<file path="src/rtl/psg_write_sched_if.sv">
// Bus bundle for psg_write_sched: CPU write port, sequencer handshake, mute request
// and the PSG write side.
interface psg_write_sched_if;
    logic       cpu_we;
    logic [7:0] cpu_data;
    logic       cpu_full;
    logic       cpu_ovf;
    logic       seq_valid;
    logic [7:0] seq_data;
    logic       seq_ready;
    logic       mute_req;
    logic       psg_ce;
    logic       psg_we;
    logic [7:0] psg_data;
    logic       busy;

    modport master (
        output cpu_we, cpu_data, seq_valid, seq_data, mute_req,
        input  cpu_full, cpu_ovf, seq_ready, psg_ce, psg_we, psg_data, busy
    );

    modport slave (
        input  cpu_we, cpu_data, seq_valid, seq_data, mute_req,
        output cpu_full, cpu_ovf, seq_ready, psg_ce, psg_we, psg_data, busy
    );
endinterface

</file>
<file path="src/rtl/psg_write_sched.sv">
// PSG write scheduler: arbitrates mute sequence, CPU FIFO and sequencer bytes into
// single-cycle PSG writes, each followed by a fixed hold time.
module psg_write_sched #(
    parameter int unsigned HOLD_CYC = 32,
    parameter int unsigned LOCK_TO  = 64
) (
    input  logic             clk,
    input  logic             reset_n,
    psg_write_sched_if.slave bus
);

    typedef enum logic [1:0] {StIdle, StIssue, StHold} state_e;
    typedef enum logic [1:0] {SrcNone, SrcMute, SrcCpu, SrcSeq} src_e;

    localparam logic [7:0] HoldLoad = 8'(HOLD_CYC);
    localparam logic [7:0] LockLast = 8'(LOCK_TO - 1);

    state_e     state_q, state_d;
    src_e       src_q, src_d, sel;
    logic [7:0] fifo_q [4];
    logic [7:0] fifo_d [4];
    logic [1:0] wr_ptr_q, wr_ptr_d, rd_ptr_q, rd_ptr_d;
    logic [2:0] count_q, count_d;
    logic       full_q, full_d, ovf_q, ovf_d;
    logic [7:0] data_q, data_d;
    logic       lock_q, lock_d, lock_seq_q, lock_seq_d;
    logic [7:0] lock_cnt_q, lock_cnt_d, hold_cnt_q, hold_cnt_d;
    logic       mute_prev_q, mute_prev_d, mute_pend_q, mute_pend_d;
    logic [2:0] mute_idx_q, mute_idx_d;
    logic       push, pop, owner_avail, lock_expire, lock_eff, mute_sel;

    // Tone frequency latch bytes for channels 0..2 start a two-byte pair.
    function automatic logic is_freq(input logic [7:0] b);
        return b[7] && (b[6:4] == 3'd0 || b[6:4] == 3'd2 || b[6:4] == 3'd4);
    endfunction

    always_comb begin
        push        = bus.cpu_we && !full_q;
        owner_avail = lock_seq_q ? bus.seq_valid : (count_q != 3'd0);
        lock_expire = lock_q && !owner_avail && (lock_cnt_q == LockLast);
        lock_eff    = lock_q && !lock_expire;
        mute_sel    = mute_pend_q && (mute_idx_q != 3'd4);

        sel = SrcNone;
        if (state_q == StIdle) begin
            if (mute_sel) begin
                sel = SrcMute;
            end else if (lock_eff) begin
                if (owner_avail) sel = lock_seq_q ? SrcSeq : SrcCpu;
            end else if (count_q != 3'd0) begin
                sel = SrcCpu;
            end else if (bus.seq_valid) begin
                sel = SrcSeq;
            end
        end
        pop = (sel == SrcCpu);
    end

    always_comb begin
        state_d     = state_q;
        src_d       = src_q;
        fifo_d      = fifo_q;
        wr_ptr_d    = wr_ptr_q;
        rd_ptr_d    = rd_ptr_q;
        data_d      = data_q;
        lock_d      = lock_q;
        lock_seq_d  = lock_seq_q;
        lock_cnt_d  = lock_cnt_q;
        hold_cnt_d  = hold_cnt_q;
        mute_pend_d = mute_pend_q;
        mute_idx_d  = mute_idx_q;
        mute_prev_d = bus.mute_req;

        // Full is judged on the registered count, so a pop cannot make room same-cycle.
        if (push) begin
            fifo_d[wr_ptr_q] = bus.cpu_data;
            wr_ptr_d         = wr_ptr_q + 2'd1;
        end
        if (pop) rd_ptr_d = rd_ptr_q + 2'd1;
        count_d = count_q + {2'b00, push} - {2'b00, pop};
        full_d  = (count_d == 3'd4);
        ovf_d   = ovf_q | (bus.cpu_we & full_q);

        if (bus.mute_req && !mute_prev_q && !mute_pend_q) mute_pend_d = 1'b1;

        unique case (state_q)
            StIdle: begin
                if (lock_expire) begin
                    lock_d     = 1'b0;
                    lock_cnt_d = 8'd0;
                end else if (lock_q && sel == SrcNone) begin
                    lock_cnt_d = lock_cnt_q + 8'd1;
                end
                if (sel != SrcNone) begin
                    state_d = StIssue;
                    src_d   = sel;
                end
                unique case (sel)
                    SrcMute: begin
                        data_d     = {1'b1, mute_idx_q[1:0], 5'h1f};
                        mute_idx_d = mute_idx_q + 3'd1;
                        lock_d     = 1'b0;
                        lock_cnt_d = 8'd0;
                    end
                    SrcCpu:  data_d = fifo_q[rd_ptr_q];
                    SrcSeq:  data_d = bus.seq_data;
                    default: ;
                endcase
            end
            StIssue: begin
                state_d    = StHold;
                hold_cnt_d = HoldLoad;
                lock_cnt_d = 8'd0;
                // Every non-mute issue re-evaluates the lock from scratch.
                lock_d     = (src_q != SrcMute) && is_freq(data_q);
                lock_seq_d = (src_q == SrcSeq);
            end
            StHold: begin
                hold_cnt_d = hold_cnt_q - 8'd1;
                if (hold_cnt_q <= 8'd1) begin
                    state_d = StIdle;
                    if (mute_pend_q && mute_idx_q == 3'd4) begin
                        mute_pend_d = 1'b0;
                        mute_idx_d  = 3'd0;
                    end
                end
            end
            default: state_d = StIdle;
        endcase
    end

    always_ff @(posedge clk) begin
        if (!reset_n) begin
            state_q     <= StIdle;
            src_q       <= SrcNone;
            fifo_q      <= '{default: 8'h00};
            wr_ptr_q    <= 2'd0;
            rd_ptr_q    <= 2'd0;
            count_q     <= 3'd0;
            full_q      <= 1'b0;
            ovf_q       <= 1'b0;
            data_q      <= 8'h00;
            lock_q      <= 1'b0;
            lock_seq_q  <= 1'b0;
            lock_cnt_q  <= 8'd0;
            hold_cnt_q  <= 8'd0;
            mute_prev_q <= 1'b0;
            mute_pend_q <= 1'b0;
            mute_idx_q  <= 3'd0;
        end else begin
            state_q     <= state_d;
            src_q       <= src_d;
            fifo_q      <= fifo_d;
            wr_ptr_q    <= wr_ptr_d;
            rd_ptr_q    <= rd_ptr_d;
            count_q     <= count_d;
            full_q      <= full_d;
            ovf_q       <= ovf_d;
            data_q      <= data_d;
            lock_q      <= lock_d;
            lock_seq_q  <= lock_seq_d;
            lock_cnt_q  <= lock_cnt_d;
            hold_cnt_q  <= hold_cnt_d;
            mute_prev_q <= mute_prev_d;
            mute_pend_q <= mute_pend_d;
            mute_idx_q  <= mute_idx_d;
        end
    end

    assign bus.psg_ce    = (state_q == StIssue);
    assign bus.psg_we    = (state_q == StIssue);
    assign bus.psg_data  = data_q;
    assign bus.busy      = (state_q != StIdle);
    assign bus.cpu_full  = full_q;
    assign bus.cpu_ovf   = ovf_q;
    // Gated so seq_ready stays low for the whole reset window.
    assign bus.seq_ready = reset_n && (sel == SrcSeq);

endmodule

</file>
<file path="src/flat_wrapper.sv">
// flat-port wrapper written by rule: the top's interface ports become plain ports
module psg_write_sched_flat 
#(
    parameter int unsigned HOLD_CYC = 32,
    parameter int unsigned LOCK_TO  = 64
)
  (clk, reset_n, bus_cpu_we, bus_cpu_data, bus_seq_valid, bus_seq_data, bus_mute_req, bus_cpu_full, bus_cpu_ovf, bus_seq_ready, bus_psg_ce, bus_psg_we, bus_psg_data, bus_busy);
  psg_write_sched_if bus_i ();
  input  logic clk;
  input  logic reset_n;
  input wire logic [$bits(bus_i.cpu_we)-1:0] bus_cpu_we;
  input wire logic [$bits(bus_i.cpu_data)-1:0] bus_cpu_data;
  input wire logic [$bits(bus_i.seq_valid)-1:0] bus_seq_valid;
  input wire logic [$bits(bus_i.seq_data)-1:0] bus_seq_data;
  input wire logic [$bits(bus_i.mute_req)-1:0] bus_mute_req;
  output wire logic [$bits(bus_i.cpu_full)-1:0] bus_cpu_full;
  output wire logic [$bits(bus_i.cpu_ovf)-1:0] bus_cpu_ovf;
  output wire logic [$bits(bus_i.seq_ready)-1:0] bus_seq_ready;
  output wire logic [$bits(bus_i.psg_ce)-1:0] bus_psg_ce;
  output wire logic [$bits(bus_i.psg_we)-1:0] bus_psg_we;
  output wire logic [$bits(bus_i.psg_data)-1:0] bus_psg_data;
  output wire logic [$bits(bus_i.busy)-1:0] bus_busy;
  assign bus_i.cpu_we = bus_cpu_we;
  assign bus_i.cpu_data = bus_cpu_data;
  assign bus_i.seq_valid = bus_seq_valid;
  assign bus_i.seq_data = bus_seq_data;
  assign bus_i.mute_req = bus_mute_req;
  assign bus_cpu_full = bus_i.cpu_full;
  assign bus_cpu_ovf = bus_i.cpu_ovf;
  assign bus_seq_ready = bus_i.seq_ready;
  assign bus_psg_ce = bus_i.psg_ce;
  assign bus_psg_we = bus_i.psg_we;
  assign bus_psg_data = bus_i.psg_data;
  assign bus_busy = bus_i.busy;
  psg_write_sched #(.HOLD_CYC(HOLD_CYC), .LOCK_TO(LOCK_TO)) u_core (.clk(clk), .reset_n(reset_n), .bus(bus_i));
endmodule
</file>
<file path="config.mk">
export PLATFORM = sky130hd
export DESIGN_NAME = psg_write_sched_flat
export DESIGN_NICKNAME = d
export VERILOG_FILES = /design/src/rtl/psg_write_sched_if.sv /design/src/rtl/psg_write_sched.sv /design/src/flat_wrapper.sv
export SDC_FILE = /design/constraint.sdc
export NUM_CORES = 1
export LEC_CHECK = 0
export BUFFER_PORTS_ARGS = -buffer_cell sky130_fd_sc_hd__buf_2
export CAP_MARGIN = 5
export CORE_UTILIZATION = 59
export DETAILED_ROUTE_END_ITERATION = 16
export PLACE_DENSITY = 0.79
export SYNTH_ARGS = -nofsm -noshare
export SYNTH_HDL_FRONTEND = slang
export SYNTH_SLANG_ARGS = --single-unit
</file>
<file path="constraint.sdc">
create_clock -name clk -period 4.29 [get_ports clk]
set_clock_uncertainty 0.05 [all_clocks]
set_input_delay 0.6435 -clock clk [delete_from_list [all_inputs] [get_ports clk]]
set_output_delay 0.6435 -clock clk [all_outputs]
set_load 0.1 [all_outputs]
</file>
==> flow_metrics.py <==
metrics = {
    "power_and_ir_drop": {
        "peakVddDrop_uv": 468.3,
        "powerDensity_nw_per_um2": 724.2,
        "p_leak_uw": 0.001572,
        "p_total_uw": 2969,
    },
    "cells_and_area": {
        "final_core_util_pct": 68.84,
        "synthToLayoutAreaGrowth_pct": 11.61,
        "drive_gt1_share_pct": 17.81,
        "antenna_cells": 0,
        "final_nets": 470,
        "finalInstanceArea_um2": 4100,
    },
    "yosys": {
        "synth_cells": 408,
        "synthXorXnorAreaFrac_pct": 1.669,
        "synthFlopType": "dfxtp_1",
        "synth.area.mux_share_pct": 8.106,
        "synth_edf_count": 0,
        "avgSynthCellArea_um2": 9.004,
        "seq_area_frac_synth_pct": 41.42,
        "synth_top_family_by_area": "simple AND/OR/NAND/NOR gates",
        "synthAdderAreaFrac_pct": 5.313,
        "synth_area_leaders": "dfxtp_1, a21oi_1, nand2_1",
        "synth_common_cells": "dfxtp_1, nand2_1, a21oi_1, nand3_1, nor2_1",
        "synth_most_common_cell": "dfxtp_1",
        "ys_seq_elements": 76,
        "synth_area_um2": 3674,
        "syn-num-nets": 444,
        "synth_top_area_share_pct": 41.42,
        "synthSimpleGateAreaFrac_pct": 21.36,
        "synth.distinct_cells": 58,
        "yosysTopAreaCell": "dfxtp_1",
        "synth_compound_area_share_pct": 17.92,
        "yosysWarningCount": 0,
        "synthArstFlopShare_pct": 0,
    },
    "sta": {
        "setup_viol": 0,
        "tightest_slew_ns": 0.5926,
        "post-route-min-period_ns": 3.345,
        "fmax_mhz": 299.0,
        "rsz0062_at_grt": "no",
        "layout_setup_ws_ns": 0.9454,
        "maxSlewHeadroom_pct": 59.94,
        "final-hold-violation-count": 0,
        "setup_tns_ns": 0,
        "fin_crit_sh_pct": 77.96,
        "slew_violations": 0,
    },
    "setup_path": {
        "startpoint_type": "register",
        "crit_type": "reg2reg",
        "regToRegSetupSlack_ns": 0.95,
        "cp_max_fo": 21,
        "setup.worst_path.end_class": "register",
        "timing.rr.end": "u_core.bus.cpu_full",
        "cp.arrival_ns": 3.58,
        "r2r-start": "u_core.mute_idx_q[0]",
        "critPathRequiredTime_ns": 4.53,
        "worstRegToRegCells": 16,
    },
    "detailed_routing": {
        "drc": 0,
        "ant_nets": 0,
        "vias": 3144,
        "drtIter0Drc": 138,
        "via_per_inst": 6.129,
        "wl_per_cell_um": 16.15,
        "drt_wl_total_mm": 8.286,
        "dr.pass1.iters": 4,
    },
    "clock_network": {
        "clkLatencyLatePin_ns": 0.34,
        "clk_pin_slew_ns": 0.08,
        "cts_num_sinks": 76,
        "ctsRootBufferMaster": "clkbuf_8",
        "cts_hold_buf": 0,
        "cts_tree": "yes",
        "clockBufferDepth": 2,
        "htreeDepth": 3,
        "cts_buffers": 9,
        "cts.repair.resized": 0,
        "cts_setup_buffers": 0,
    },
    "global_route": {
        "grt_max_degree": 57,
        "grt_pass1_vias": 3006,
        "grt_pass1_wl_mm": 13.83,
        "antenna_found_initial": 0,
        "gr-total-overflow": 0,
        "grt_usage_pct": 27.47,
    },
    "floorplan": {
        "fp.coreArea_um2": 5956,
        "initial_core_util_pct": 61.68,
        "die_w_um": 80.91,
        "row_count": 28,
        "die_area_um2": 6546,
        "die_y_um": 80.91,
        "io_pins": 35,
    },
    "min_path": {
        "holdPathEnd": "u_core.fifo_q[9]",
        "worstHoldStart": "u_core.fifo_q[9]",
        "hold_path_class": "reg2reg",
        "whs_path_depth": 2,
    },
    "status": {
        "status": "complete, no violations",
    },
    "placement": {
        "dpl-instance-area_um2": 3876,
        "io_buffer_count": 34,
        "dp_hpwl_mm": 5.504,
        "dp_slack_ns": 1.002,
        "gp_congestion": 0.8492,
    },
    "flow_run": {
        "drv_cap": 0,
    },
}
-- kinds of logic after synthesis --
logic type,after synthesis
xor gates and xnor gates,7
buffers and inverters,39
and+or+nand+nor,155
AOI/OAI and AO/OA,97
DFF,76
adders and majority gates,15
muxes,19
-- state kept, by name (all words and copies together), names as in the netlist --
| register | count |
|---|---|
| u_core.mute_pend_q | 1 |
| u_core.wr_ptr_q | 2 |
| u_core.rd_ptr_q | 2 |
| u_core.src_q | 2 |
| u_core.count_q | 3 |
| u_core.bus.cpu_ovf | 1 |
| u_core.fifo_q | 32 |
| u_core.bus.cpu_full | 1 |
| u_core.mute_idx_q | 3 |
| u_core.lock_q | 1 |
| u_core.lock_cnt_q | 8 |
| u_core.bus.psg_data | 8 |
| u_core.state_q | 2 |
| u_core.hold_cnt_q | 8 |
| u_core.mute_prev_q | 1 |
| u_core.lock_seq_q | 1 |
-- placed cells by master, fill, tap and decap left out, types with 8 or more instances in the layout --
cell type  count
mux4_2         8
a21oi_1       49
nand3_1       37
buf_2         34
nor2_1        21
nand2_1       53
dfxtp_1       76
ha_1          14
inv_1         17
clkbuf_8      11
-- worst max-delay path by stage --
stage                    startpoint             endpoint
2_1_floorplan     u_core.state_q[0]        bus_seq_ready
3_3_place_gp          bus_seq_valid  u_core.bus.cpu_full
3_5_place_dp   u_core.mute_idx_q[0]  u_core.bus.cpu_full
4_1_cts        u_core.mute_idx_q[0]  u_core.bus.cpu_full
5_1_grt           u_core.state_q[1]  u_core.bus.cpu_full
6_report       u_core.mute_idx_q[0]  u_core.bus.cpu_full
-- worst max-delay path, cell delays in order, from the launching register on --
cell,delay (ns)
dfxtp_1,0.42
inv_1,0.07
ha_1,0.23
a21boi_0,0.29
nor2_1,0.17
nand3b_1,0.12
buf_4,0.24
nor2_1,0.08
ha_1,0.28
inv_1,0.07
ha_1,0.14
inv_1,0.05
fa_1,0.36
xor2_1,0.16
and2_1,0.17
nor3_1,0.19
and3b_1,0.20
-- power breakdown --
group	internal (uW)	switching [uW]
sequential	852	135
combinational	410	959
clock	355	258
total	1620	1350
-- stage by stage --
stage          hold slack, ns  cells
2_1_floorplan          0.3831    408
3_3_place_gp           0.3903    498
3_5_place_dp           0.3954    498
4_1_cts                0.4064    513
6_report               0.4049    513
5_1_grt                0.4250    513
-- metal layers --
metal | GRT usage, % | wire length (um) | vias to the layer above
met3 | 6.629 | 361 | 14
met5 | 0 | 0 | -
met4 | 11.07 | 126 | 0
li1 | - | - | 1528
met2 | 46.64 | 4198 | 82
met1 | 33.26 | 3600 | 1520
-- area by class of cell --
type	count	area [um2]
clock buffer	11	151.4
clock inverter	4	72.57
fill	494	1856
inverter	17	63.81
multi-input combinational	293	2004
sequential	76	1521
tap	75	93.84
timing repair buffer	37	192.7
No activity file was read; power rests on OpenSTA's default activity.
